==> config.mk <==
export PLATFORM = sky130hd
export DESIGN_NAME = alu_pipe
export DESIGN_NICKNAME = d
export VERILOG_FILES = /design/src/rtl/alu_pipe.sv
export SDC_FILE = /design/constraint.sdc
export NUM_CORES = 1
export LEC_CHECK = 0
export ABC_AREA = 1
export BUFFER_PORTS_ARGS = -buffer_cell sky130_fd_sc_hd__buf_2
export CAP_MARGIN = 20
export CORE_MARGIN = 2
export CORE_UTILIZATION = 55
export DETAILED_ROUTE_END_ITERATION = 10
export PLACE_DENSITY = 0.83
export SLEW_MARGIN = 20
export SYNTH_ARGS = -nofsm -noshare
export SYNTH_HDL_FRONTEND = slang
export SYNTH_SLANG_ARGS = --single-unit
==> constraint.sdc <==
create_clock -name clk -period 4.4 [get_ports clk]
set_input_delay 0.88 -clock clk [delete_from_list [all_inputs] [get_ports clk]]
set_output_delay 0.88 -clock clk [all_outputs]
set_load 0.02 [all_outputs]
==> src/rtl/alu_pipe.sv <==
// rtl/alu_pipe.sv - two-stage signed ALU with accumulator and valid/ready handshake
module alu_pipe #(
  parameter int WIDTH = 8
) (
  input  logic             clk,
  input  logic             rst,
  input  logic             in_valid,
  output logic             in_ready,
  input  logic [WIDTH-1:0] a,
  input  logic [WIDTH-1:0] b,
  input  logic [3:0]       op,
  input  logic             acc_sel,
  input  logic             acc_clr,
  output logic             out_valid,
  input  logic             out_ready,
  output logic [WIDTH-1:0] result,
  output logic [4:0]       flags
);

  localparam int M = WIDTH - 1;
  localparam logic [WIDTH-1:0] ONE = {{(WIDTH-1){1'b0}}, 1'b1};

  logic             s1_valid_q, s1_valid_d;
  logic [WIDTH-1:0] s1_a_q, s1_a_d;
  logic [WIDTH-1:0] s1_b_q, s1_b_d;
  logic [3:0]       s1_op_q, s1_op_d;
  logic             s1_acc_sel_q, s1_acc_sel_d;
  logic             out_valid_q, out_valid_d;
  logic [WIDTH-1:0] result_q, result_d;
  logic [4:0]       flags_q, flags_d;
  logic [WIDTH-1:0] acc_q, acc_d;

  logic             transfer, accept;
  logic [WIDTH-1:0] opa, rhs, alu_res;
  logic [WIDTH:0]   sum, diff;
  logic             add_v, sub_v, alu_v, alu_c, alu_err;

  assign transfer  = s1_valid_q && (!out_valid_q || out_ready);
  assign in_ready  = !rst && (!s1_valid_q || transfer);
  assign accept    = in_valid && in_ready;
  assign out_valid = out_valid_q;
  assign result    = result_q;
  assign flags     = flags_q;

  // INC/DEC share the ADD/SUB datapath with a constant right operand of one.
  assign opa   = s1_acc_sel_q ? acc_q : s1_a_q;
  assign rhs   = (s1_op_q == 4'd3 || s1_op_q == 4'd4) ? ONE : s1_b_q;
  assign sum   = {1'b0, opa} + {1'b0, rhs};
  assign diff  = {1'b0, opa} - {1'b0, rhs};
  assign add_v = (opa[M] == rhs[M]) && (sum[M] != opa[M]);
  assign sub_v = (opa[M] != rhs[M]) && (diff[M] != opa[M]);

  always_comb begin
    alu_res = '0;
    alu_v   = 1'b0;
    alu_c   = 1'b0;
    alu_err = 1'b0;
    case (s1_op_q)
      4'd0, 4'd3: begin
        alu_res = sum[M:0];
        alu_c   = sum[WIDTH];
        alu_v   = add_v;
      end
      4'd1, 4'd4: begin
        alu_res = diff[M:0];
        alu_c   = diff[WIDTH];
        alu_v   = sub_v;
      end
      4'd2:  alu_res = opa;
      4'd5:  alu_res = ~opa;
      4'd6:  alu_res = ~(opa | s1_b_q);
      4'd7:  alu_res = opa ^ s1_b_q;
      4'd8:  alu_res = ~(opa ^ s1_b_q);
      4'd9:  alu_res = {{(WIDTH-1){1'b0}}, ($signed(opa) > $signed(s1_b_q))};
      4'd10: alu_res = {{(WIDTH-1){1'b0}}, ($signed(opa) < $signed(s1_b_q))};
      4'd11: alu_res = {{(WIDTH-1){1'b0}}, (opa == s1_b_q)};
      default: alu_err = 1'b1;
    endcase
  end

  always_comb begin
    s1_valid_d   = s1_valid_q;
    s1_a_d       = s1_a_q;
    s1_b_d       = s1_b_q;
    s1_op_d      = s1_op_q;
    s1_acc_sel_d = s1_acc_sel_q;
    out_valid_d  = out_valid_q;
    result_d     = result_q;
    flags_d      = flags_q;
    acc_d        = acc_q;
    if (accept) begin
      s1_valid_d   = 1'b1;
      s1_a_d       = a;
      s1_b_d       = b;
      s1_op_d      = op;
      s1_acc_sel_d = acc_sel;
    end else if (transfer) begin
      s1_valid_d = 1'b0;
    end
    if (transfer) begin
      out_valid_d = 1'b1;
      result_d    = alu_res;
      flags_d     = {alu_err, alu_v, alu_c, alu_res[M], (alu_res == '0)};
    end else if (out_ready) begin
      out_valid_d = 1'b0;
    end
    // A clear wins over the transfer load; the transferring op already used the old value.
    if (acc_clr) begin
      acc_d = '0;
    end else if (transfer) begin
      acc_d = alu_res;
    end
  end

  always_ff @(posedge clk or posedge rst) begin
    if (rst) begin
      s1_valid_q   <= 1'b0;
      s1_a_q       <= '0;
      s1_b_q       <= '0;
      s1_op_q      <= '0;
      s1_acc_sel_q <= 1'b0;
      out_valid_q  <= 1'b0;
      result_q     <= '0;
      flags_q      <= '0;
      acc_q        <= '0;
    end else begin
      s1_valid_q   <= s1_valid_d;
      s1_a_q       <= s1_a_d;
      s1_b_q       <= s1_b_d;
      s1_op_q      <= s1_op_d;
      s1_acc_sel_q <= s1_acc_sel_d;
      out_valid_q  <= out_valid_d;
      result_q     <= result_d;
      flags_q      <= flags_d;
      acc_q        <= acc_d;
    end
  end

endmodule

# After elaboration in Yosys (flattened, before gate mapping)
# Index checks and enable logic that the tools add are counted.
[totals]
reg_bits = 44
input_bits = 26
[classes]
add_sub_neg = 2
n_lt_le_gt_ge = 2
n_eq_ne = 16
muxes = 12
n_bitwise = 5
n_reduce_logical = 19
[op_table]
columns = ["operator", "count"]
rows = [
  ["case mux 8 bit (10 select lines)", 1],
  ["2-to-1 mux 8 bit", 4],
  ["inverter 8 bit", 3],
  ["== test 4 x 3 -> 1 bit (second input constant)", 4],
  ["== test 4 bit (second input constant)", 4],
  ["OR reduction 12 bit", 1],
  ["adder 8 x 8 -> 9 bit", 1],
  ["subtractor 8 x 8 -> 9 bit", 1],
  ["== test 4 x 2 -> 1 bit (second input constant)", 2],
  ["== test 8 bit", 1],
  ["> comparator 8 bit", 1],
  ["zero test 8 bit", 1],
  ["< comparator 8 bit", 1],
  ["OR 8 bit", 1],
  ["XOR 8 bit", 1],
  ["nonzero test 2 bit", 3],
  ["logical AND 1 bit", 5],
  ["2-to-1 mux 1 bit", 5],
  ["== test 4 x 1 -> 1 bit (second input constant)", 1],
  ["zero test 4 bit", 1],
  ["case mux 1 bit (2 select lines)", 2],
  ["OR reduction 2 bit", 2],
  ["zero test 1 bit", 3],
  ["logical OR 1 bit", 3],
  ["2 further kinds", 4],
]

# Depth between registers and ports, before layout
[depth]
word_depth = 7
depth_mapped = 22

# Worst setup path after synthesis
# OpenSTA, ideal clock, no wires.
[synth_timing]
kind = "input to output"
from = "in rst"
to = "out in_ready"
t_arrival_ps = 2098
path_slack_ps = 1422
path_stages = 3
path_buffers = 0
path_cell_list = "inv_1 -> nand2_1 -> inv_1"
[synth_between]
elab_chain_cells = 2
[synth_lines]
columns = ["item", "line_no", "rtl"]
rows = [
  ["from (decl)", "6", "input logic rst,"],
  ["zero test 1 bit (no line)", "n/a", ""],
  ["logical AND 1 bit", "39", "assign in_ready = !rst && (!s1_valid_q || transfer);"],
  ["to (decl)", "8", "output logic in_ready,"],
]
# Every way passes these cells.

# Worst setup path in the final report
[layout_timing]
from = "reg s1_op_q[2]"
to = "reg flags_q[0] (netlist: flags[0])"
[layout_between]
elab_chain_cells = 6
[layout_lines]
columns = ["item", "line_no", "rtl"]
rows = [
  ["from (decl)", "26", "logic [3:0] s1_op_q, s1_op_d;"],
  ["from (signal assigned)", "130", "s1_op_q <= s1_op_d;"],
  ["== test 4 x 2 -> 1 bit / == test 4 x 3 -> 1 bit (equally long branches)", "47, 58", ""],
  ["logical OR 1 bit", "47", "assign rhs = (s1_op_q == 4'd3 || s1_op_q == 4'd4) ? ONE : s1_b_q;"],
  ["2-to-1 mux 8 bit", "47", ""],
  ["subtractor 8 x 8 -> 9 bit / adder 8 x 8 -> 9 bit (equally long branches)", "49, 48", ""],
  ["case mux 8 bit (10 select lines) *", "58", "case (s1_op_q)"],
  ["zero test 8 bit *", "103", "flags_d = {alu_err, alu_v, alu_c, alu_res[M], (alu_res == '0)};"],
  ["to (signal assigned)", "134", "flags_q <= flags_d;"],
  ["to (decl)", "30", "logic [4:0] flags_q, flags_d;"],
]
# Mark *: on every way between the ends. The rest lies on a longest branch, timed or not.
# A chain may end at the register's enable or synchronous reset.

==> results.md <==
- Drt total wl: between 8000 and 9000 microns
- Period utilization: approximately 70%
- Setup violators final: 0
- GP Congestion: 0.969
- Synth Area in Compound Gates: a little under an eighth
- CTS tree: built
- Crit. Startpoint: s1_op_q[2]$_DFFE_PP0P_
- CTS root buf: clkbuf_8
- Antenna Nets Post-Route: 0
- Post-synthesis sequential area ratio: 31.2%
- Commonest non-fill, non-tap cell in the layout: nand2_1
- Mux cell area share after synthesis: under 10%
- Core Area: between 5000 and 6000 sq um
- Status: completed
- CP Data Arrival Time: around 3.4 ns
- Final net count: 597
- TritonRoute pass-1 iters: 6
- Die X-Extent: between 80 and 90 microns
- Synth Register Bits: 43
- CP Launch Type: register
- Max-slew violations: 0
- Post-synthesis cell count: 502
- Initial core utilization: ~57%
- Via density: 5.53
- Reg-to-reg critical path endpoint: flags[0]$_DFFE_PP0P_
- Max VDD drop: between 0.2 and 0.3 mV
- Most frequent cells in the layout: nand2_1 (135), inv_1 (66), nor2_1 (61), dfrtp_1 (43), buf_2 (40)
- Die Height: just over 80 microns
- Final Hold Vio Count: 0
- Drt wl/cell: between 10 and 15 microns
- Post-Syn Nets: about 560
- Vias in the first global route: around 3200
- Distinct cells, synth: 36
- Vias: 3387
- Clock Latency Late Sink: 0.29 ns
- FP Rows: 28
- Largest net degree at the start of global routing: 44
- Tot GR Track Use: a little over a quarter
- Mean post-synth cell area: 6.86 sq um
- Fin Setup TNS: 0 ns
- Hold Path Class: reg -> reg
- Clock-pin slew of the registers on the worst-case setup and hold paths: 0.08 ns
- Worst Tran Pin Value: roughly 0.67 ns
- FF-to-FF setup slack: roughly 1.3 ns
- Ant diodes: 0
- FF-to-FF Start: s1_op_q[2]$_DFFE_PP0P_
- Max Freq: 0.320 GHz
- Area growth syn-to-layout: 9.66%
- Post-CTS Setup Bufs: 0
- Minimum clock period: roughly 3.1 ns
- Crit path capture: flags[0]$_DFFE_PP0P_
- First-pass GRT wire length: about 15000 microns
- Synth Area in Simple Gates: between 30% and 40%
- Pleak: 2.11 nW
- Placed inst area: about 3700 sq um
- Layout Skew: slightly below 0.006 ns
- Relative slew slack: a little under three fifths
- Worst EP required: between 4 and 5 ns
- # IOs: just over 40
- RSZ-0062 raised after global routing: no
- Post-synthesis adder-cell area fraction: about an eighth
- Design Area, Final: 3780 sq um
- Worst Setup End Kind: register
- Layout cells sized above 1: around 14%
- Critical path class: reg -> reg
- Hold_buf cts: 0
- Max_cap viols: 0
- Clock Sinks: 43
- Mapped Area: between 3000 and 4000 sq um
- Post-DP HPWL: ~7100 microns
- Drt initial violations: 263
- Initial antenna violation count: 0
- Largest family of logic cells by synthesized area: simple AND/OR/NAND/NOR gates
- Gates resized, CTS repair: 0
- R2R cell count: 16
- CTS buffer count: 5
- Buffers on Ports: 40
- Clock Path Buffers: 2
- Worst-path fanout max: 8
- Die Area: between 6000 and 7000 sq um
- Post-route DRC: 0
- Pwr dens: 421 nW/um^2
- Synth Area in XOR/XNOR: less than 1%
- Remaining Overflow, GRT: 0
- Max H-tree Level: 2
- Ys Warns: 0
## critical path, cell delays in order (launching register included)
cell,delay [ns]
dfrtp_1,0.45
inv_2,0.12
nand2_1,0.12
o21ai_1,0.55
or2_2,0.24
ha_1,0.14
inv_1,0.07
fa_1,0.46
nand3_1,0.14
nand3_1,0.08
nand3_1,0.08
nand2_1,0.08
nor2_2,0.15
nand4_1,0.09
nor2_1,0.12
nand4_1,0.10
nand2_1,0.08
## worst min path at each step
stage	end	depth (start not counted)	slack [ns]	startpoint
6_report	result[6]$_DFFE_PP0P_	2	0.48	result[6]$_DFFE_PP0P_
5_1_grt	result[6]$_DFFE_PP0P_	2	0.50	result[6]$_DFFE_PP0P_
4_1_cts	result[6]$_DFFE_PP0P_	2	0.48	result[6]$_DFFE_PP0P_
3_5_place_dp	result[6]$_DFFE_PP0P_	2	0.46	result[6]$_DFFE_PP0P_
3_3_place_gp	result[3]$_DFFE_PP0P_	2	0.46	result[3]$_DFFE_PP0P_
2_1_floorplan	s1_a_q[0]$_DFFE_PP0P_	1	0.48	s1_a_q[0]$_DFFE_PP0P_
## through the flow
stage          power (mW)  hold slack, ns  setup slack, ns  std cells  utilization [%]
5_1_grt              1.72           0.504             1.06        612             63.1
4_1_cts              1.59           0.481             1.31        612             63.0
3_5_place_dp         1.29           0.461             1.33        605             61.3
3_3_place_gp         1.27           0.458             1.37        605             61.3
2_1_floorplan        1.10           0.480             1.42        502                -
6_report             1.59           0.475             1.28        612             63.1
## metal layers
layer	vias up	GRT usage [%]	routed length [microns]
li1	1667	-	-
met1	1556	37.6	4030
met2	149	42.7	4120
met3	15	3.68	605
met4	0	6.86	133
met5	-	0	0
## cells by family after synthesis
kind of cell / after synthesis
multiplexers: 7
AND/OR/NAND/NOR: 258
adder cells (fa/ha/maj): 34
flip-flops: 43
XOR/XNOR: 2
buffers and inverters: 87
AO/OA/AOI/OAI: 71
## cell usage after synthesis
cell      instances  area, sq um
a21oi_1          39          195
a22oi_1           1         7.51
a31oi_1           3         18.8
and2_1            1         6.26
buf_1             1         3.75
buf_2             5         25.0
buf_4             3         22.5
buf_6             1         11.3
clkbuf_1          3         11.3
dfrtp_1          43         1080
fa_1              2         40.0
ha_1             32          400
inv_1            67          251
inv_2             7         26.3
mux2_2            7         78.8
nand2_1         136          510
nand2_2           3         18.8
nand3_1          37          185
nand3_2           1         10.0
nand4_1           8         50.1
nor2_1           61          229
nor2_2            3         18.8
nor2_4            1         11.3
nor3_1            3         15.0
o211ai_1          2         15.0
o21ai_0           7         35.0
o21ai_1           9         45.0
o21ai_2           3         26.3
o21ai_4           1         16.3
o21bai_1          3         22.5
o22ai_1           3         18.8
or2_1             1         6.26
or2_2             2         12.5
or3_1             1         6.26
xnor2_1           1         8.76
xor2_1            1         8.76
## power by group
| group | internal (mW) | switching [mW] | leakage [nW] | total, mW |
|---|---|---|---|---|
| Combinational | 0.260 | 0.519 | 1.54 | 0.779 |
| Clock | 0.166 | 0.132 | 0.0513 | 0.299 |
| Sequential | 0.467 | 0.0477 | 0.524 | 0.514 |
| Total | 0.893 | 0.699 | 2.11 | 1.59 |
## state kept, by name, indices dropped and copies added (netlist names)
signal / flops
s1_valid_q: 1
result: 7
s1_acc_sel_q: 1
flags: 5
out_valid: 1
s1_op_q: 4
acc_q: 8
s1_b_q: 8
s1_a_q: 8
## area by class of cell
type                            instances  area, sq um
Multi-Input combinational cell        372         2020
Clock buffer                            6         72.6
Timing Repair Buffer                   41          208
Fill cell                             558         2210
Inverter                               74          278
Tap cell                               75         93.8
Sequential cell                        43         1080
Clock inverter                          1         30.0
No activity file was read; power rests on OpenSTA's default activity.
